File: src/rtl/cpu_port_bridge_pkg.sv
// Shared constants and bus-slicing helper for the CPU port bridge.
package cpu_port_bridge_pkg;

  localparam int NUM_PORTS = 4;
  localparam int WORD_W    = 8;

  function automatic logic [WORD_W-1:0] lane_slice(
    input logic [NUM_PORTS*WORD_W-1:0] packed_bus,
    input int                          lane
  );
    return packed_bus[lane*WORD_W +: WORD_W];
  endfunction

endpackage

File: src/rtl/cpu_port_bridge_if.sv
// CPU-side port signals and device-side valid/ready lanes of the bridge.
interface cpu_port_bridge_if;
  import cpu_port_bridge_pkg::*;

  logic [WORD_W-1:0]           out_port1, out_port2, out_port3, out_port4;
  logic [NUM_PORTS-1:0]        out_strobe;
  logic [WORD_W-1:0]           in_port1, in_port2, in_port3, in_port4;
  logic [NUM_PORTS-1:0]        in_strobe;
  logic [NUM_PORTS*WORD_W-1:0] tx_data;
  logic [NUM_PORTS-1:0]        tx_valid;
  logic [NUM_PORTS-1:0]        tx_ready;
  logic [NUM_PORTS*WORD_W-1:0] rx_data;
  logic [NUM_PORTS-1:0]        rx_valid;
  logic [NUM_PORTS-1:0]        rx_ready;
  logic [NUM_PORTS-1:0]        tx_ovf;
  logic [NUM_PORTS-1:0]        rx_udf;

  modport master (
    output out_port1, out_port2, out_port3, out_port4, out_strobe, in_strobe,
           tx_ready, rx_data, rx_valid,
    input  in_port1, in_port2, in_port3, in_port4, tx_data, tx_valid,
           rx_ready, tx_ovf, rx_udf
  );

  modport slave (
    input  out_port1, out_port2, out_port3, out_port4, out_strobe, in_strobe,
           tx_ready, rx_data, rx_valid,
    output in_port1, in_port2, in_port3, in_port4, tx_data, tx_valid,
           rx_ready, tx_ovf, rx_udf
  );

endinterface

File: src/rtl/cpu_port_bridge_port_fifo.sv
// Byte-wide synchronous FIFO with head/next lookahead and over/underflow pulses.
module port_fifo
  import cpu_port_bridge_pkg::*;
#(
  parameter int DEPTH = 4
) (
  input  logic                     clk,
  input  logic                     rst,
  input  logic                     push,
  input  logic                     pop,
  input  logic [WORD_W-1:0]        din,
  output logic [WORD_W-1:0]        dout,
  output logic [WORD_W-1:0]        dout_next,
  output logic [$clog2(DEPTH):0]   count,
  output logic                     full,
  output logic                     empty,
  output logic                     ovf,
  output logic                     udf
);
  localparam int AW = $clog2(DEPTH);

  logic [WORD_W-1:0] mem [DEPTH];
  logic [AW-1:0]     rd_ptr, wr_ptr;
  logic              do_push, do_pop;

  assign full    = (count == (AW+1)'(DEPTH));
  assign empty   = (count == '0);
  assign do_pop  = pop && !empty;
  // A pop in the same cycle frees the slot, so a push into a full FIFO still lands.
  assign do_push = push && (!full || do_pop);
  assign ovf     = push && !do_push;
  assign udf     = pop && empty;

  always_ff @(posedge clk) begin
    if (rst) begin
      rd_ptr <= '0;
      wr_ptr <= '0;
      count  <= '0;
    end else begin
      if (do_push) wr_ptr <= wr_ptr + 1'b1;
      if (do_pop)  rd_ptr <= rd_ptr + 1'b1;
      case ({do_push, do_pop})
        2'b10:   count <= count + 1'b1;
        2'b01:   count <= count - 1'b1;
        default: count <= count;
      endcase
    end
  end

  always_ff @(posedge clk) begin
    if (do_push) mem[wr_ptr] <= din;
  end

  assign dout      = empty ? '0 : mem[rd_ptr];
  assign dout_next = (count >= (AW+1)'(2)) ? mem[rd_ptr + 1'b1] : '0;

endmodule

File: src/rtl/cpu_port_bridge.sv
// Four-lane CPU I/O port bridge: per-lane TX and RX FIFOs, sticky error flags
// and the lookahead mux that feeds back-to-back CPU INPUTs.
module cpu_port_bridge
  import cpu_port_bridge_pkg::*;
#(
  parameter int DEPTH = 4
) (
  input  logic              clk,
  input  logic              rst,
  cpu_port_bridge_if.slave  bus
);
  localparam int CW = $clog2(DEPTH) + 1;

  logic [WORD_W-1:0]           out_byte       [NUM_PORTS];
  logic [WORD_W-1:0]           in_byte        [NUM_PORTS];
  logic [WORD_W-1:0]           tx_head        [NUM_PORTS];
  logic [WORD_W-1:0]           rx_head        [NUM_PORTS];
  logic [WORD_W-1:0]           rx_next        [NUM_PORTS];
  logic [WORD_W-1:0]           unused_tx_next [NUM_PORTS];
  logic [CW-1:0]               unused_tx_count[NUM_PORTS];
  logic [CW-1:0]               unused_rx_count[NUM_PORTS];
  logic [NUM_PORTS-1:0]        tx_empty, tx_pop, tx_ovf_hit, unused_tx_full, unused_tx_udf;
  logic [NUM_PORTS-1:0]        rx_full, rx_udf_hit, unused_rx_empty, unused_rx_ovf;
  logic [NUM_PORTS*WORD_W-1:0] tx_bus;
  logic [NUM_PORTS-1:0]        tx_ovf_q, rx_udf_q;

  assign out_byte[0] = bus.out_port1;
  assign out_byte[1] = bus.out_port2;
  assign out_byte[2] = bus.out_port3;
  assign out_byte[3] = bus.out_port4;

  for (genvar n = 0; n < NUM_PORTS; n++) begin : g_lane
    assign tx_pop[n] = !tx_empty[n] && bus.tx_ready[n];

    port_fifo #(.DEPTH(DEPTH)) u_tx (
      .clk       (clk),
      .rst       (rst),
      .push      (bus.out_strobe[n]),
      .pop       (tx_pop[n]),
      .din       (out_byte[n]),
      .dout      (tx_head[n]),
      .dout_next (unused_tx_next[n]),
      .count     (unused_tx_count[n]),
      .full      (unused_tx_full[n]),
      .empty     (tx_empty[n]),
      .ovf       (tx_ovf_hit[n]),
      .udf       (unused_tx_udf[n])
    );

    port_fifo #(.DEPTH(DEPTH)) u_rx (
      .clk       (clk),
      .rst       (rst),
      .push      (bus.rx_valid[n] && !rx_full[n]),
      .pop       (bus.in_strobe[n]),
      .din       (lane_slice(bus.rx_data, n)),
      .dout      (rx_head[n]),
      .dout_next (rx_next[n]),
      .count     (unused_rx_count[n]),
      .full      (rx_full[n]),
      .empty     (unused_rx_empty[n]),
      .ovf       (unused_rx_ovf[n]),
      .udf       (rx_udf_hit[n])
    );

    assign tx_bus[n*WORD_W +: WORD_W] = tx_head[n];
    // While a read strobe is in flight the CPU is already sampling the following byte.
    assign in_byte[n] = bus.in_strobe[n] ? rx_next[n] : rx_head[n];
  end

  always_ff @(posedge clk) begin
    if (rst) begin
      tx_ovf_q <= '0;
      rx_udf_q <= '0;
    end else begin
      tx_ovf_q <= tx_ovf_q | tx_ovf_hit;
      rx_udf_q <= rx_udf_q | rx_udf_hit;
    end
  end

  assign bus.tx_data  = tx_bus;
  assign bus.tx_valid = ~tx_empty;
  assign bus.rx_ready = ~rx_full;
  assign bus.tx_ovf   = tx_ovf_q;
  assign bus.rx_udf   = rx_udf_q;
  assign bus.in_port1 = in_byte[0];
  assign bus.in_port2 = in_byte[1];
  assign bus.in_port3 = in_byte[2];
  assign bus.in_port4 = in_byte[3];

endmodule

File: src/flat_wrapper.sv
// flat-port wrapper written by rule: the top's interface ports become plain ports
module cpu_port_bridge_flat import cpu_port_bridge_pkg::*;
#(
  parameter int DEPTH = 4
)
  (clk, rst, bus_out_port1, bus_out_port2, bus_out_port3, bus_out_port4, bus_out_strobe, bus_in_strobe, bus_tx_ready, bus_rx_data, bus_rx_valid, bus_in_port1, bus_in_port2, bus_in_port3, bus_in_port4, bus_tx_data, bus_tx_valid, bus_rx_ready, bus_tx_ovf, bus_rx_udf);
  cpu_port_bridge_if bus_i ();
  input  logic clk;
  input  logic rst;
  input wire logic [$bits(bus_i.out_port1)-1:0] bus_out_port1;
  input wire logic [$bits(bus_i.out_port2)-1:0] bus_out_port2;
  input wire logic [$bits(bus_i.out_port3)-1:0] bus_out_port3;
  input wire logic [$bits(bus_i.out_port4)-1:0] bus_out_port4;
  input wire logic [$bits(bus_i.out_strobe)-1:0] bus_out_strobe;
  input wire logic [$bits(bus_i.in_strobe)-1:0] bus_in_strobe;
  input wire logic [$bits(bus_i.tx_ready)-1:0] bus_tx_ready;
  input wire logic [$bits(bus_i.rx_data)-1:0] bus_rx_data;
  input wire logic [$bits(bus_i.rx_valid)-1:0] bus_rx_valid;
  output wire logic [$bits(bus_i.in_port1)-1:0] bus_in_port1;
  output wire logic [$bits(bus_i.in_port2)-1:0] bus_in_port2;
  output wire logic [$bits(bus_i.in_port3)-1:0] bus_in_port3;
  output wire logic [$bits(bus_i.in_port4)-1:0] bus_in_port4;
  output wire logic [$bits(bus_i.tx_data)-1:0] bus_tx_data;
  output wire logic [$bits(bus_i.tx_valid)-1:0] bus_tx_valid;
  output wire logic [$bits(bus_i.rx_ready)-1:0] bus_rx_ready;
  output wire logic [$bits(bus_i.tx_ovf)-1:0] bus_tx_ovf;
  output wire logic [$bits(bus_i.rx_udf)-1:0] bus_rx_udf;
  assign bus_i.out_port1 = bus_out_port1;
  assign bus_i.out_port2 = bus_out_port2;
  assign bus_i.out_port3 = bus_out_port3;
  assign bus_i.out_port4 = bus_out_port4;
  assign bus_i.out_strobe = bus_out_strobe;
  assign bus_i.in_strobe = bus_in_strobe;
  assign bus_i.tx_ready = bus_tx_ready;
  assign bus_i.rx_data = bus_rx_data;
  assign bus_i.rx_valid = bus_rx_valid;
  assign bus_in_port1 = bus_i.in_port1;
  assign bus_in_port2 = bus_i.in_port2;
  assign bus_in_port3 = bus_i.in_port3;
  assign bus_in_port4 = bus_i.in_port4;
  assign bus_tx_data = bus_i.tx_data;
  assign bus_tx_valid = bus_i.tx_valid;
  assign bus_rx_ready = bus_i.rx_ready;
  assign bus_tx_ovf = bus_i.tx_ovf;
  assign bus_rx_udf = bus_i.rx_udf;
  cpu_port_bridge #(.DEPTH(DEPTH)) u_core (.clk(clk), .rst(rst), .bus(bus_i));
endmodule
File: config.mk
export PLATFORM = sky130hd
export DESIGN_NAME = cpu_port_bridge_flat
export DESIGN_NICKNAME = d
export VERILOG_FILES = /design/src/rtl/cpu_port_bridge_pkg.sv /design/src/rtl/cpu_port_bridge_if.sv /design/src/rtl/cpu_port_bridge_port_fifo.sv /design/src/rtl/cpu_port_bridge.sv /design/src/flat_wrapper.sv
export SDC_FILE = /design/constraint.sdc
export NUM_CORES = 1
export LEC_CHECK = 0
export ABC_AREA = 1
export BUFFER_PORTS_ARGS = -buffer_cell sky130_fd_sc_hd__buf_4
export CAP_MARGIN = 15
export CELL_PAD_IN_SITES_DETAIL_PLACEMENT = 1
export CELL_PAD_IN_SITES_GLOBAL_PLACEMENT = 1
export CORE_MARGIN = 2
export CORE_UTILIZATION = 47
export CTS_BUF_LIST = sky130_fd_sc_hd__clkbuf_2 sky130_fd_sc_hd__clkbuf_4 sky130_fd_sc_hd__clkbuf_8
export CTS_CLUSTER_SIZE = 25
export DETAILED_ROUTE_END_ITERATION = 12
export PLACE_DENSITY = 0.93
export SYNTH_ARGS = -nofsm -noshare
export SYNTH_HDL_FRONTEND = slang
export SYNTH_SLANG_ARGS = --single-unit
File: constraint.sdc
create_clock -name clk -period 2.5 [get_ports clk]
set_input_delay 0.25 -clock clk [delete_from_list [all_inputs] [get_ports clk]]
set_output_delay 0.25 -clock clk [all_outputs]
set_load 0.01 [all_outputs]
==> reports/metrics.cfg <==
[status]
status = completed

[final_layout]
layout-drive-gt1-share_pct = 15.9
final_nets = 2279
fin_cells = 2644
num-fill-cells = 3956
area_delta_synth_final_pct = 22.6

[power]
power_density_nw_per_um2 = 1010
total_power_w = 0.0200
p_int_w = 0.0122
vdd_drop_max_v = 0.000703
power_frac_comb_pct = 38.0
seqPwrFrac_pct = 36.8
p_sw_w = 0.00789
clkPwrFrac_pct = 25.2
p_sw_share_pct = 39.4
power.leakage_nw = 9.02

[clocking]
cts_sinks = 336
numCtsBuffers = 56
tritoncts = built
clk_pin_slew_worst_paths_ns = 0.07
cts_max_level = 2
ctsLongestPathBuffers = 3
cts_root_buf = clkbuf_8
insertion_delay_ns = 0.61

[floorplanning]
fp.dieH_um = 189
dieArea_um2 = 35900
coreArea_um2 = 33700
start_util_pct = 47.9
rows = 67
fp.dieW_um = 189
pin_count = 162

[placement]
place_hpwl_um = 31100
io_buffers = 161
place_inst = 2458
gp_congestion = 0.821
dp_slack_ns = 0.352

[worst_setup_path]
path_delay_family = simple AND/OR/NAND/NOR gates
rr_startpoint = u_core.g_lane[1].u_tx.count[1]$_SDFFE_PP0P_
endpoint_kind = flop
regToRegEndpoint = u_core.g_lane[1].u_tx.count[2]$_SDFFE_PP0P_
critPathMaxStageDelay_ns = 0.42
critical_path.cell_chain = nor2_1 > nand3_1 > nand2_1 > ha_1 > inv_1 > fa_1 > inv_1 > nand2_1 > nand3_1 > nand2_1 > nand2_1 > nor2_1
regToRegSetupSlack_ns = 0.15
worstPathArrival_ns = 2.86
cp_slowest_cell = fa_1
critPathKind = reg2reg
start_kind = flop
worst-path-buf-inv = 2
required_ns = 3.01
reg2reg_depth = 12
crit_fanout = 5
cp_common_cell = nand2_1

[global_routing]
antenna_found_initial = 1
grt_max_degree = 49
grt_overflow_total = 0
grt_use_total_pct = 27.7
grt_pass1_wl_um = 78500
first_global_vias = 15100

[timing]
period_needed_ns = 2.35
rsz0062_at_grt = false
fin_worst_skew_ns = 0.0226
tns_ns = 0
setup-violations-final = 0
fmax_ghz = 0.425
maxSlewViolCount = 0
finalWorstSetupSlack_ns = 0.150
fin_crit_sh_pct = 94.0
slew_headroom_pct = 35.3
worst_pin_slew_ns = 0.968
hold_viol = 0

[route]
drtIter0Drc = 754
vias_per_cell = 5.23
wl_um = 49700
via_count = 13800
drc = 0
wl_per_cell_um = 18.8
first_pass_iters = 5
antenna_left = 0

[min_path]
min_path_type = in2reg
hold_path_startpoint = rst
min_to = u_core.bus.tx_ovf[2]$_SDFF_PP0_
hold_depth = 2

[synth]
yosysWarnings = 0
synth_ff_type = edfxtp_1
synthArstFlopShare_pct = 0
synth_fp_nets = 1994
syn_area_per_cell_um2 = 8.66
syn_area_um2 = 16100
ys_seq_elements = 336
synth_cell_types = 25
ys_seq_area_share_pct = 57.5
synth_cells = 1864
synth_enable_flop_cells = 256

[flow_run]
cap_violations = 0

[power by group through the flow]
| stage | clock network, W | logic (W) | registers, W |
|---|---|---|---|
| floorplan | 0 | 0.00480 | 0.00711 |
| global placement | 0 | 0.00681 | 0.00737 |
| detailed placement | 0 | 0.00723 | 0.00744 |
| CTS | 0.00508 | 0.00742 | 0.00733 |
| global route | 0.00541 | 0.00844 | 0.00745 |
| finish | 0.00506 | 0.00762 | 0.00737 |
[repair_timing]
action,CTS,global route
gates resized for setup,1,9
endpoints found under the hold margin,306,0
buffers inserted,0,1
setup endpoints to repair,2,29
hold buffers,80,0
pin swaps,0,1
[state kept, by name, indices dropped and copies added, names as in the netlist, named ones only]
signal,flops
u_core.g_lane.u_rx.rd_ptr,8
u_core.g_lane.u_tx.wr_ptr,8
u_core.g_lane.u_rx.wr_ptr,8
u_core.g_lane.u_tx.rd_ptr,8
u_core.g_lane.u_rx.count,12
u_core.bus.rx_udf,4
u_core.g_lane.u_tx.count,12
u_core.bus.tx_ovf,4
u_core.g_lane.u_tx.mem,128
u_core.g_lane.u_rx.mem,128
[cells by family after synthesis]
logic type | Yosys count | synth area share [%]
simple gates | 1047 | 25.8
buf+inv | 276 | 7.61
compound gates | 157 | 4.95
flops | 336 | 57.5
fa+ha+maj | 48 | 4.09
[layer usage]
layer  vias to the layer above  track usage (%)  share of wire (%)
met5                         -                0                  0
met4                         0             12.0                3.4
met3                       136             4.28                4.9
met2                       438             52.3                 53
met1                      6777             30.7                 39
li1                       6474                -                  -
[layout make-up]
| type | count | area (um2) | share of cell area, % |
|---|---|---|---|
| Antenna cell | 1 | 2.50 | 0.0126 |
| Clock buffer | 80 | 988 | 4.99 |
| Clock inverter | 24 | 166 | 0.841 |
| Inverter | 225 | 845 | 4.27 |
| Multi-Input combinational cell | 1252 | 5640 | 28.5 |
| Sequential cell | 336 | 9300 | 47.0 |
| Tap cell | 448 | 561 | 2.83 |
| Timing Repair Buffer | 278 | 2290 | 11.6 |
[synthesized netlist by cell type, types with 12 or more instances]
library cell	count	share of area, %
edfxtp_1	256	48
nor2_1	228	5.3
nand3_1	77	2.4
buf_4	18	0.84
buf_2	14	0.43
o21ai_0	80	2.5
ha_1	40	3.1
dfxtp_1	80	9.9
nand2_1	709	16
a21oi_1	72	2.2
buf_6	12	0.84
inv_2	21	0.49
inv_1	204	4.7
[worst register-to-register path, cell delays in order, from the launching register on]
cell and delay (ns):
dfxtp_1 0.37, nor2_1 0.22, nand3_1 0.25, nand2_1 0.24
ha_1 0.23, inv_1 0.10, fa_1 0.42, inv_1 0.10
nand2_1 0.06, nand3_1 0.09, nand2_1 0.06, nand2_1 0.06
nor2_1 0.05
[how the worst max path moves through the flow]
stage / start / to / slack (ns) / depth (start not counted)
after global routing: flop / bus_tx_data[5] / 0.02 / 5
after floorplan: u_core.g_lane[2].u_tx.count[0]$_SDFFE_PP0P_ / u_core.g_lane[2].u_tx.count[2]$_SDFFE_PP0P_ / 0.69 / 12
final: u_core.g_lane[1].u_tx.count[1]$_SDFFE_PP0P_ / u_core.g_lane[1].u_tx.count[2]$_SDFFE_PP0P_ / 0.15 / 12
after global placement: u_core.g_lane[2].u_tx.count[0]$_SDFFE_PP0P_ / u_core.g_lane[2].u_tx.count[2]$_SDFFE_PP0P_ / 0.51 / 12
after detailed placement: u_core.g_lane[0].u_tx.count[1]$_SDFFE_PP0P_ / u_core.g_lane[0].u_tx.count[2]$_SDFFE_PP0P_ / 0.35 / 11
after CTS: flop / bus_tx_data[22] / 0.03 / 4
[placed cells by master (no fill, tap or decap), types with 2 or more instances in the layout]
cell,n
ha_1,40
clkbuf_4,18
nor2_8,2
nand3_2,2
edfxtp_1,256
nand2_1,707
buf_4,197
nand2_2,10
clkinvlp_4,4
dfxtp_1,74
nand3_1,77
clkbuf_8,62
inv_1,204
clkinv_2,7
inv_2,21
nor2_2,11
nor2_4,5
dlygate4sd3_1,80
nand4_1,4
bufinv_16,2
dfxtp_2,6
o21a_1,4
nor2_1,228
clkinv_1,11
o21ai_0,80
fa_1,8
a21oi_1,72
[stage by stage]
stage	cell area [um2]	hold slack (ns)	utilization, %
floorplan	16100	0.349	-
global placement	17800	0.440	52.8
detailed placement	17800	0.444	52.8
CTS	19800	0.00470	58.6
global route	19800	0.0158	58.7
finish	19800	0.0411	58.7
No activity file was read; power rests on OpenSTA's default activity.
